<file path="config.mk">
export PLATFORM = sky130hd
export DESIGN_NAME = finalcarrera_multi
export DESIGN_NICKNAME = d
export VERILOG_FILES = /design/src/rtl/finalcarrera_multi.sv
export SDC_FILE = /design/constraint.sdc
export NUM_CORES = 1
export LEC_CHECK = 0
export ABC_CLOCK_PERIOD_IN_PS = 1600
export CORE_MARGIN = 4
export CORE_UTILIZATION = 45
export DETAILED_ROUTE_END_ITERATION = 12
export GPL_TIMING_DRIVEN = 0
export PLACE_DENSITY_LB_ADDON = 0.25
export SYNTH_ARGS = -nofsm -noshare
export SYNTH_HDL_FRONTEND = slang
export SYNTH_SLANG_ARGS = --single-unit
</file>
<file path="constraint.sdc">
create_clock -name clk -period 1.6 [get_ports clk]
set_clock_uncertainty 0.05 [all_clocks]
set_input_delay 0.32 -clock clk [delete_from_list [all_inputs] [get_ports clk]]
set_output_delay 0.32 -clock clk [all_outputs]
set_load 0.03 [all_outputs]
</file>
<file path="src/rtl/finalcarrera_multi.sv">
// Conditions N_CH mechanical inputs: two-flop sync, optional inversion, a tick-paced
// consecutive-sample filter, edge pulses, sticky latches and an any-active summary.
module finalcarrera_multi #(
  parameter int              N_CH        = 2,
  parameter int              FILTER_LEN  = 8,
  parameter logic [N_CH-1:0] INVERT      = {N_CH{1'b0}},
  parameter logic            RESET_LEVEL = 1'b0
) (
  input  logic            clk,
  input  logic            rst_n,
  input  logic            tick,
  input  logic [N_CH-1:0] btn,
  input  logic [N_CH-1:0] latch_clr,
  output logic [N_CH-1:0] level,
  output logic [N_CH-1:0] rise,
  output logic [N_CH-1:0] fall,
  output logic [N_CH-1:0] latch,
  output logic            any_active
);

  localparam int             CNT_W    = $clog2(FILTER_LEN);
  localparam logic [CNT_W-1:0] CNT_LAST = CNT_W'(FILTER_LEN - 1);

  logic [N_CH-1:0]  sync1, sync2;
  logic [N_CH-1:0]  x;
  logic [CNT_W-1:0] cnt     [N_CH];
  logic [CNT_W-1:0] cnt_nxt [N_CH];
  logic [N_CH-1:0]  level_nxt, rise_nxt, fall_nxt, latch_nxt;

  assign x = sync2 ^ INVERT;

  // Any agreeing sample restarts the window; tick gaps only pause it.
  always_comb begin
    cnt_nxt   = cnt;
    level_nxt = level;
    for (int i = 0; i < N_CH; i++) begin
      if (x[i] == level[i]) begin
        cnt_nxt[i] = '0;
      end else if (tick) begin
        if (cnt[i] == CNT_LAST) begin
          level_nxt[i] = x[i];
          cnt_nxt[i]   = '0;
        end else begin
          cnt_nxt[i] = cnt[i] + CNT_W'(1);
        end
      end
    end
    rise_nxt  = level_nxt & ~level;
    fall_nxt  = ~level_nxt & level;
    latch_nxt = rise_nxt | (latch & ~latch_clr);
  end

  always_ff @(posedge clk or negedge rst_n) begin
    if (!rst_n) begin
      sync1      <= {N_CH{RESET_LEVEL}};
      sync2      <= {N_CH{RESET_LEVEL}};
      level      <= {N_CH{RESET_LEVEL}};
      rise       <= '0;
      fall       <= '0;
      latch      <= '0;
      any_active <= RESET_LEVEL;
      for (int i = 0; i < N_CH; i++) cnt[i] <= '0;
    end else begin
      sync1      <= btn;
      sync2      <= sync1;
      level      <= level_nxt;
      rise       <= rise_nxt;
      fall       <= fall_nxt;
      latch      <= latch_nxt;
      any_active <= |level_nxt;
      for (int i = 0; i < N_CH; i++) cnt[i] <= cnt_nxt[i];
    end
  end

endmodule

</file>
# --- Word-level counts from Yosys, hierarchy flattened ---
# Index checks and enable logic that the tools add are counted.
classes:
  bitwise: 7
  n_eq_ne: 4
  muxes: 12
  reduce_logical: 3
  add_sub_neg: 2
ops:
  columns: ["cell", "n"]
  rows:
  - ["3-bit 2-to-1 mux", 6]
  - ["3-bit by 1-bit adder with 3-bit output, second input constant", 2]
  - ["2-bit bitwise AND", 3]
  - ["3-bit == test, second input constant", 2]
  - ["1-bit 2-to-1 mux", 6]
  - ["2-bit NOT", 3]
  - ["2-bit nonzero test", 2]
  - ["1-bit == test", 2]
  - ["2-bit bitwise OR", 1]
  - ["2-bit OR reduction", 1]
word_totals:
  word_cells: 37
  input_bits: 7
  output_inout_bits: 9
  register_bits: 19

# --- Depth between registers and ports, before layout ---
logic_depth:
  depth_word: 6
  ltp_mapped: 4
  mapped_depth_nobuf: 4

# --- Worst setup path after synthesis ---
# OpenSTA, ideal clock, no wires.
synth_timing:
  path_kind: "flip-flop to flip-flop"
  start: "reg cnt[3] in the netlist's numbering"
  end: "reg any_active"
  t_required_ns: 1.421
  n_path_buf: 0
  arrival_time_ns: 1.318
  stages_incl_launch_ff: 5
  setup_ns: 0.129
  period_less_slack_ns: 1.497
  setup_slack_ns: 0.103
  path_cell_list: "dfrtp_1 -> ha_1 -> ha_1 -> and3_1 -> a2111o_1"
synth_via:
  elab_chain_cells: 5
synth_lines:
  columns: ["item", "line_no", "text"]
  rows:
  - ["start: declaration", "26", "logic [CNT_W-1:0] cnt [N_CH];"]
  - ["3-bit == test", "40", "if (cnt[i] == CNT_LAST) begin"]
  - ["1-bit 2-to-1 mux", "40", null]
  - ["1-bit 2-to-1 mux", "39", "end else if (tick) begin"]
  - ["1-bit 2-to-1 mux", "37", "if (x[i] == level[i]) begin"]
  - ["2-bit OR reduction", "70", "any_active <= |level_nxt;"]
  - ["end signal: assignment", "70", null]
  - ["end: declaration", "18", "output logic any_active"]
# No other way between the ends.
# A chain may end at the register's enable or synchronous reset.

# --- Worst setup path in the final report ---
# Same ends and word-level chain as after synthesis.

==> flow_summary.json <==
{
  "rsz0062_at_grt": "no",
  "hold_viol_final": 0,
  "p_leak_uw": 0.0005183,
  "p_int_uw": 621.9,
  "max-vdd-ir-drop_mv": 0.5440,
  "avgSynthCellArea_um2": 13.22,
  "startpoint_type": "flip-flop",
  "grt.total_usage_pct": 12.79,
  "clk_path_buf_depth": 2,
  "period_share_pct": 96.49,
  "status": "complete, no violations",
  "drive_above_1_share_pct": 10.39,
  "gr-total-overflow": 0,
  "globalplace.congestion": 0.6925,
  "top_layer": "met4",
  "post-route-min-period_ns": 1.544,
  "antenna_left": 0,
  "ys_seq_elements": 19,
  "routed-via-count": 496,
  "core_um2": 1559,
  "syn-cell-area_um2": 767.0,
  "antenna_found_initial": 0,
  "hp-class": "flip-flop to flip-flop",
  "wl_met2_um": 629,
  "hold_slack_ns": 0.3224,
  "rows": 14,
  "synth_nets": 69,
  "yosysUniqueCellTypes": 20,
  "ys_top_cells_by_count": "dfrtp_1 (19), ha_1 (4), inv_1 (4), mux2i_1 (4), nor2_1 (4)",
  "firstDrtPassIters": 4,
  "die-area_um2": 2429,
  "synthTopCellsByArea": "dfrtp_1 (62%), ha_1 (6.5%), mux2i_1 (5.2%)",
  "wl_met1_um": 619,
  "combPwrFrac_pct": 7.7,
  "setup.worst_path.end_class": "flip-flop",
  "numPlacedInstances": 89,
  "routedWlPerCell_um": 13.94,
  "drt_iter0_drc": 7,
  "p_switching_uw": 177.3,
  "timing.fmax_ghz": 0.6477,
  "power_frac_clock_pct": 29.3,
  "cts_buffers": 3,
  "fin_setup_tns_ns": 0,
  "async_reset_ff_share_pct": 100.0,
  "drc": 0,
  "cts_hold_buf": 0,
  "clockRootBuffer": "clkbuf_4",
  "die_height_um": 49.29,
  "cts.sinks": 19,
  "path_clk_slew_ns": 0.10,
  "worstPathArrival_ns": 1.67,
  "synth.top_cell.area_share_pct": 61.99,
  "synth_edf_count": 0,
  "power.density_nw_per_um2": 832.8,
  "p_seq_share_pct": 63.0,
  "grt_pass1_wl_mm": 2.325,
  "worst_slack_ns": 0.05611,
  "swShare_pct": 22.18,
  "critPathRequiredTime_ns": 1.73,
  "finalPower_uw": 799.2,
  "cts_htree_levels": 1,
  "fin_nets": 89,
  "maxCapViolations": 0,
  "nFillCells": 122,
  "ioPinCount": 16,
  "worstSetupPathType": "flip-flop to flip-flop",
  "die_w_um": 49.29,
  "synth.most_common_cell": "dfrtp_1",
  "slew_headroom_pct": 45.69,
  "finalMaxSlewViolations": 0,
  "stdcell_count": 93,
  "diodes": 0,
  "syn_inst": 58,
  "io_buffers": 15,
  "grt_pass1_vias": 501,
  "setup_violations": 0,
  "place_ws_ns": -0.08612,
  "wirelength_mm": 1.296,
  "worst_slew_pin_slew_ns": 0.8120,
  "ys.flop_type": "dfrtp_1",
  "ys_seq_area_share_pct": 61.99,
  "grt_max_degree": 20,
  "viasPerCell": 5.333,
  "met3WireLength_um": 32,
  "crit_fanout": 3,
  "cts_tree": "built",
  "synth.largest_area_cell": "dfrtp_1",
  "yosys_warnings": 0,
  "initial_core_util_pct": 49.20,
  "hpwl_um": 934.7,
  "clkLatencyLatePin_ns": 0.29,
  "area_growth_pct": 25.12
}
-- per-layer routing --
layer | track usage (%) | up-vias
met5 | 0 | -
met2 | 19.42 | 8
met4 | 7.109 | 0
met1 | 16.80 | 248
met3 | 2.752 | 2
li1 | - | 238
-- power groups by stage --
stage	clock network, uW	logic (uW)	registers, uW
6_report	235	61.5	503
5_1_grt	267	70.3	506
4_1_cts	249	63.2	503
3_5_place_dp	0	63.1	513
3_3_place_gp	0	60.3	512
2_1_floorplan	0	30.0	511
-- layout by cell type, fill, tap and decap left out, types with 3 or more instances in the layout --
cell	instances
dlygate4sd2_1	7
clkdlybuf4s50_1	6
inv_1	4
clkbuf_4	3
nor2_1	4
mux2i_1	4
dfrtp_1	19
-- sequential cells by signal (all words and copies together), names as in the netlist --
name / cells
cnt: 6
fall: 2
latch: 2
level: 2
rise: 2
sync1: 2
sync2: 2
any_active: 1
-- cells by family after synthesis --
kind of cell               share of synthesized area [%]
DFF                                                61.99
buffers and inverters                              3.425
and+or+nand+nor                                    13.54
xor gates and xnor gates                           2.284
AOI/OAI and AO/OA                                  7.016
muxes                                              5.220
adders and majority gates                          6.526
-- critical path, stage by stage (launching register included) --
cell and delay, ns:
dfrtp_1 0.41, ha_1 0.21, ha_2 0.20, and3_1 0.19, a2111o_1 0.38
-- stage by stage --
step	cell area (um2)	util (%)
3_3_place_gp	937.1	60.11
3_5_place_dp	937.1	60.11
4_1_cts	952.2	61.08
6_report	959.7	61.56
2_1_floorplan	767.0	-
5_1_grt	959.7	61.56
-- worst paths after layout --
check	startpoint	end	slack [ns]	cells past startpoint
max	cnt[3]	any_active	0.06	4
min	sync1[1]	sync2[1]	0.32	0
max reg2reg	cnt[3]	any_active	0.06	4
min reg2reg	sync1[1]	sync2[1]	0.32	0
max in group asynchronous	rst_n	fall[1]	0.56	1
min in group asynchronous	rst_n	latch[0]	0.44	1
-- repair_timing --
item,in CTS,in global routing
endpoints found under the setup margin,9,3
hold endpoints to repair,0,0
buffers inserted,0,0
resized for setup,9,4
-- final cells by class --
class	count	area (um2)	area share, %
buffer	1	11.26	1.173
clock buffer	4	26.28	2.738
inverter	4	15.01	1.565
multi-input combinational	34	270.3	28.16
sequential	19	475.5	49.54
tap	16	20.02	2.086
timing repair buffer	15	141.4	14.73
Note: power is estimated with default switching activity, not from simulation.
